**src/rtl/sw_pattern_gen_if.sv**
```systemverilog
// sw_pattern_gen_if
// Groups the run-control, stimulus and result signals of the switch
// pattern generator. The clock and reset stay outside the interface.
//
//   start   : run request, sampled on the rising clock edge
//   abort   : terminates a run in progress
//   led_in  : LED code returned by the switch-driven FSM under test
//   sw      : registered switch code driven to the FSM under test
//   busy    : high while a sequence is being driven
//   done    : one-cycle pulse at normal run completion
//   pass    : last completed run had zero mismatches
//   err_cnt : mismatch count of the current or last run (saturating)
//
// master : the requester / FSM under test side
// slave  : the pattern generator
interface sw_pattern_gen_if;
    logic       start;
    logic       abort;
    logic [2:0] led_in;
    logic [2:0] sw;
    logic       busy;
    logic       done;
    logic       pass;
    logic [3:0] err_cnt;

    modport master (
        output start, abort, led_in,
        input  sw, busy, done, pass, err_cnt
    );

    modport slave (
        input  start, abort, led_in,
        output sw, busy, done, pass, err_cnt
    );
endinterface

```
**src/rtl/sw_pattern_gen.sv**
```systemverilog
// sw_pattern_gen
// Drives a fixed 8-step switch code sequence into a switch-driven FSM under
// test, holding each code for HOLD_CYCLES clocks. On the last cycle of each
// hold the returned LED code is compared with the code being driven, and
// mismatches are counted (saturating at 15). A completed run pulses done and
// loads pass; an abort during the run returns to idle without done.
//
//   clk   : single clock, rising edge
//   rst_n : asynchronous active-low reset
//   bus   : sw_pattern_gen_if.slave (start, abort, led_in in;
//           sw, busy, done, pass, err_cnt out)
//
// Parameter HOLD_CYCLES : cycles each code is held, legal range 1..255.
module sw_pattern_gen #(
    parameter int unsigned HOLD_CYCLES = 4
) (
    input  logic            clk,
    input  logic            rst_n,
    sw_pattern_gen_if.slave bus
);

    localparam logic [7:0] HOLD_LAST = 8'(HOLD_CYCLES - 1);

    typedef enum logic [1:0] {
        IDLE,
        DRIVE,
        DONE
    } state_t;

    state_t     state;
    logic [2:0] step;
    logic [7:0] hold_cnt;
    logic [2:0] sw_q;
    logic       busy_q;
    logic       done_q;
    logic       pass_q;
    logic [3:0] err_q;

    logic       mismatch;
    logic [3:0] err_next;

    // Fixed stimulus sequence; the expected LED code equals the driven code.
    function automatic logic [2:0] rom_code(input logic [2:0] idx);
        logic [2:0] code;
        case (idx)
            3'd0:    code = 3'b001;
            3'd1:    code = 3'b010;
            3'd2:    code = 3'b100;
            3'd3:    code = 3'b111;
            3'd4:    code = 3'b100;
            3'd5:    code = 3'b000;
            3'd6:    code = 3'b010;
            default: code = 3'b100;
        endcase
        return code;
    endfunction

    // Error count as it would stand after a compare on this edge; used both
    // to update err_cnt and so that pass sees a mismatch found at step 7.
    always_comb begin
        mismatch = (bus.led_in != rom_code(step));
        err_next = err_q;
        if (mismatch && (err_q != 4'd15)) begin
            err_next = err_q + 4'd1;
        end
    end

    // Single FSM with all outputs registered. done defaults low so it can
    // only be high for the one cycle spent in DONE.
    always_ff @(posedge clk or negedge rst_n) begin
        if (!rst_n) begin
            state    <= IDLE;
            step     <= 3'd0;
            hold_cnt <= 8'd0;
            sw_q     <= 3'b000;
            busy_q   <= 1'b0;
            done_q   <= 1'b0;
            pass_q   <= 1'b0;
            err_q    <= 4'd0;
        end else begin
            done_q <= 1'b0;
            case (state)
                IDLE: begin
                    // start wins over abort here; abort has no meaning in IDLE
                    if (bus.start) begin
                        state    <= DRIVE;
                        step     <= 3'd0;
                        hold_cnt <= 8'd0;
                        err_q    <= 4'd0;
                        pass_q   <= 1'b0;
                        sw_q     <= rom_code(3'd0);
                        busy_q   <= 1'b1;
                    end
                end
                DRIVE: begin
                    // abort also beats the step-7 compare on the same edge
                    if (bus.abort) begin
                        state    <= IDLE;
                        step     <= 3'd0;
                        hold_cnt <= 8'd0;
                        sw_q     <= 3'b000;
                        busy_q   <= 1'b0;
                    end else if (hold_cnt == HOLD_LAST) begin
                        hold_cnt <= 8'd0;
                        err_q    <= err_next;
                        if (step == 3'd7) begin
                            state  <= DONE;
                            step   <= 3'd0;
                            sw_q   <= 3'b000;
                            busy_q <= 1'b0;
                            done_q <= 1'b1;
                            pass_q <= (err_next == 4'd0);
                        end else begin
                            step <= step + 3'd1;
                            sw_q <= rom_code(step + 3'd1);
                        end
                    end else begin
                        hold_cnt <= hold_cnt + 8'd1;
                    end
                end
                DONE: begin
                    state <= IDLE;
                end
                default: begin
                    state  <= IDLE;
                    sw_q   <= 3'b000;
                    busy_q <= 1'b0;
                end
            endcase
        end
    end

    assign bus.sw      = sw_q;
    assign bus.busy    = busy_q;
    assign bus.done    = done_q;
    assign bus.pass    = pass_q;
    assign bus.err_cnt = err_q;

endmodule

```
**src/flat_wrapper.sv**
```systemverilog
// flat-port wrapper written by rule: the top's interface ports become plain ports
module sw_pattern_gen_flat 
#(
    parameter int unsigned HOLD_CYCLES = 4
)
  (clk, rst_n, bus_start, bus_abort, bus_led_in, bus_sw, bus_busy, bus_done, bus_pass, bus_err_cnt);
  sw_pattern_gen_if bus_i ();
  input  logic clk;
  input  logic rst_n;
  input wire logic [$bits(bus_i.start)-1:0] bus_start;
  input wire logic [$bits(bus_i.abort)-1:0] bus_abort;
  input wire logic [$bits(bus_i.led_in)-1:0] bus_led_in;
  output wire logic [$bits(bus_i.sw)-1:0] bus_sw;
  output wire logic [$bits(bus_i.busy)-1:0] bus_busy;
  output wire logic [$bits(bus_i.done)-1:0] bus_done;
  output wire logic [$bits(bus_i.pass)-1:0] bus_pass;
  output wire logic [$bits(bus_i.err_cnt)-1:0] bus_err_cnt;
  assign bus_i.start = bus_start;
  assign bus_i.abort = bus_abort;
  assign bus_i.led_in = bus_led_in;
  assign bus_sw = bus_i.sw;
  assign bus_busy = bus_i.busy;
  assign bus_done = bus_i.done;
  assign bus_pass = bus_i.pass;
  assign bus_err_cnt = bus_i.err_cnt;
  sw_pattern_gen #(.HOLD_CYCLES(HOLD_CYCLES)) u_core (.clk(clk), .rst_n(rst_n), .bus(bus_i));
endmodule
```
**config.mk**
```make
export PLATFORM = sky130hd
export DESIGN_NAME = sw_pattern_gen_flat
export DESIGN_NICKNAME = d
export VERILOG_FILES = /design/src/rtl/sw_pattern_gen_if.sv /design/src/rtl/sw_pattern_gen.sv /design/src/flat_wrapper.sv
export SDC_FILE = /design/constraint.sdc
export NUM_CORES = 1
export LEC_CHECK = 0
export ABC_AREA = 1
export CELL_PAD_IN_SITES_DETAIL_PLACEMENT = 0
export CELL_PAD_IN_SITES_GLOBAL_PLACEMENT = 1
export CORE_ASPECT_RATIO = 1.1
export CORE_MARGIN = 4
export CORE_UTILIZATION = 43
export DETAILED_ROUTE_END_ITERATION = 8
export PLACE_DENSITY_LB_ADDON = 0.1
export SETUP_SLACK_MARGIN = 0.05
export SLEW_MARGIN = 20
export SYNTH_ARGS = -nofsm -noshare
export SYNTH_HDL_FRONTEND = slang
export SYNTH_SLANG_ARGS = --single-unit
```
**constraint.sdc**
```tcl
create_clock -name clk -period 3.1 [get_ports clk]
set_clock_uncertainty 0.1 [all_clocks]
set_input_delay 0.93 -clock clk [delete_from_list [all_inputs] [get_ports clk]]
set_output_delay 0.93 -clock clk [all_outputs]
set_load 0.03 [all_outputs]
```
==> metrics.yaml <==
r2r_start: "u_core.step[0]"
crit_chain: "clkdlybuf4s50_1"
area_growth_pct: 16.5
cts.htree.levels: 1
fillCellCount: 293
yosysSeqAreaShare: 0.401
period_needed_ns: 2.52
intPower_w: 0.000639
max_clock_freq_mhz: 398
finalSetupTns_ns: 0
cts_buffers: 3
drt_iter0_markers: 60
final_util: 0.534
grt_max_degree: 24
synth_nets: 202
end_kind: "primary output"
switchingPower_w: 0.000534
grt_use_total: 0.141
cts_resized: 0
hold_violations: 0
r2r_slack_ns: 0.99
final_layout_size_suffix_gt1_frac: 0.126
clock-sinks: 23
final_cell_mix: "nand2_1, inv_1, dfrtp_1"
worstHoldStart: "u_core.bus.sw[0]"
nets: 224
design.die.area_um2: 4320
wire_per_inst_um: 11.9
synth.top_cells.by_area: "dfrtp_1, nand2_1, ha_1"
rsz0062_at_grt: "no"
cts_tree: "built"
worst_pin_slew_ns: 0.395
coreArea_um2: 3130
ys_warn_count: 0
synth_cell_types: 27
synthCells: 185
ff_latch_area_um2: 576
required_ns: 2.07
clkPwrFrac: 0.116
ioPinCount: 17
clk_path_buf_depth: 2
total_leakage_power_nw: 0.800
clk_pin_slew_ns: 0.12
grt_pass1_wl_um: 4930
holdWs_ns: 0.396
power_frac_comb: 0.523
final_common_cell: "nand2_1"
ys_ff_latch: 23
placementRows: 21
cp_num_buf_inv: 1
syn_area_per_cell_um2: 7.75
cpLargestDelayFamily: "buffers and inverters"
cap_violations: 0
dp_hpwl_um: 2280
grt-ovfl-total: 0
hold_buffers: 0
p_per_area_nw_per_um2: 702
crit_path_start: "u_core.bus.err_cnt[2]"
drc: 0
crit_path_max_incr_delay_ns: 0.71
hold_class: "register to register"
die_x_um: 63.1
clockRootBuffer: "clkbuf_4"
num_antenna_cells: 0
grt_pass1_vias: 1129
finalCritPeriodShare: 0.811
synth_top_area_share: 0.401
setup_viol: 0
crit_path_top_delay_cell: "clkdlybuf4s50_1"
sw_frac_of_total: 0.455
cp_data_arrival_time_ns: 1.49
die_height_um: 68.6
start_util: 0.459
relSlewSlack: 0.736
timing_worst_setup_path_type: "register to primary output"
routed_wl_um: 2850
vias_per_cell: 4.93
multi_input_area_um2: 728
slew_viol_final: 0
p_seq_frac: 0.361
detail_route.first_pass.iterations: 4
port_buffers: 16
synth_largest_area_cell: "dfrtp_1"
ant_nets: 0
cp_max_fo: 6
gp_congestion: 0.827
status: "finished, final reports clean"
syn_area_um2: 1430
antenna_found_initial: 0
cp-start-kind: "register"
via_count: 1182
clk_latency_ns: 0.30
peakVddDrop_uv: 467
post-cts-setup-buffer-count: 0
## metal layers
metal | track usage | vias up | part of all wire
li1 | - | 632 | -
met1 | 0.183 | 534 | 0.48
met2 | 0.254 | 14 | 0.49
met3 | 0.0162 | 2 | 0.021
met4 | 0.0331 | 0 | 0.0067
met5 | 0 | - | 0
## cells in the mapped netlist
master,number
o21a_1,1
inv_2,4
inv_4,1
inv_1,29
nand4_1,2
nor4_1,1
nor2_2,7
nor3_1,6
o31ai_1,1
nor3b_1,1
a21oi_4,1
nand3_1,13
o211ai_1,2
nand2_4,1
xor2_1,1
o21ai_0,14
nor2_4,1
a21oi_1,8
a21o_1,1
nand2_1,39
and2_1,1
nand2_2,4
o21ai_2,2
dfrtp_1,23
ha_1,10
nand3_2,1
nor2_1,10
## cell type report
class,count,area share
Clock buffer,4,0.0157
Sequential cell,23,0.345
Inverter,34,0.0779
Tap cell,34,0.0255
Multi-Input combinational cell,128,0.436
Timing Repair Buffer,17,0.100
## sequential cells by signal, indices dropped and copies added, names as in the netlist
name	cells
u_core.bus.busy	1
u_core.bus.done	1
u_core.bus.err_cnt	4
u_core.bus.pass	1
u_core.bus.sw	3
u_core.hold_cnt	8
u_core.state	2
u_core.step	3
## worst paths after layout
check	endpoint	depth (start not counted)
worst max-delay path	bus_err_cnt[2]	1
min in group asynchronous	u_core.bus.sw[0]	2
max in group asynchronous	u_core.bus.pass	2
worst min-delay path	u_core.bus.sw[0]	1
worst min register to register	u_core.bus.sw[0]	1
worst max register to register	u_core.bus.pass	14
## through the flow
| step | cells | setup WS (ns) | total power [W] | instance area [um^2] |
|---|---|---|---|---|
| 2_1_floorplan | 185 | 1.17 | 0.000872 | 1430 |
| 3_3_place_gp | 236 | 0.639 | 0.00104 | 1640 |
| 3_5_place_dp | 236 | 0.596 | 0.00105 | 1640 |
| 4_1_cts | 240 | 0.582 | 0.00119 | 1670 |
| 5_1_grt | 240 | 0.517 | 0.00129 | 1670 |
| 6_report | 240 | 0.585 | 0.00117 | 1670 |
## cells by family after synthesis
kind of cell,share of synthesized area
compound gates,0.127
xor+xnor,0.00611
fa+ha+maj,0.0873
buf+inv,0.0907
flops,0.401
simple gates,0.288
## power by group through the flow
stage | registers [W] | clock network, W | logic [W]
floorplan | 0.000475 | 0 | 0.000397
global placement | 0.000428 | 0 | 0.000609
detailed placement | 0.000431 | 0 | 0.000618
CTS | 0.000425 | 0.000140 | 0.000621
global route | 0.000435 | 0.000158 | 0.000693
finish | 0.000423 | 0.000136 | 0.000613
(Power assumes the default switching activity.)
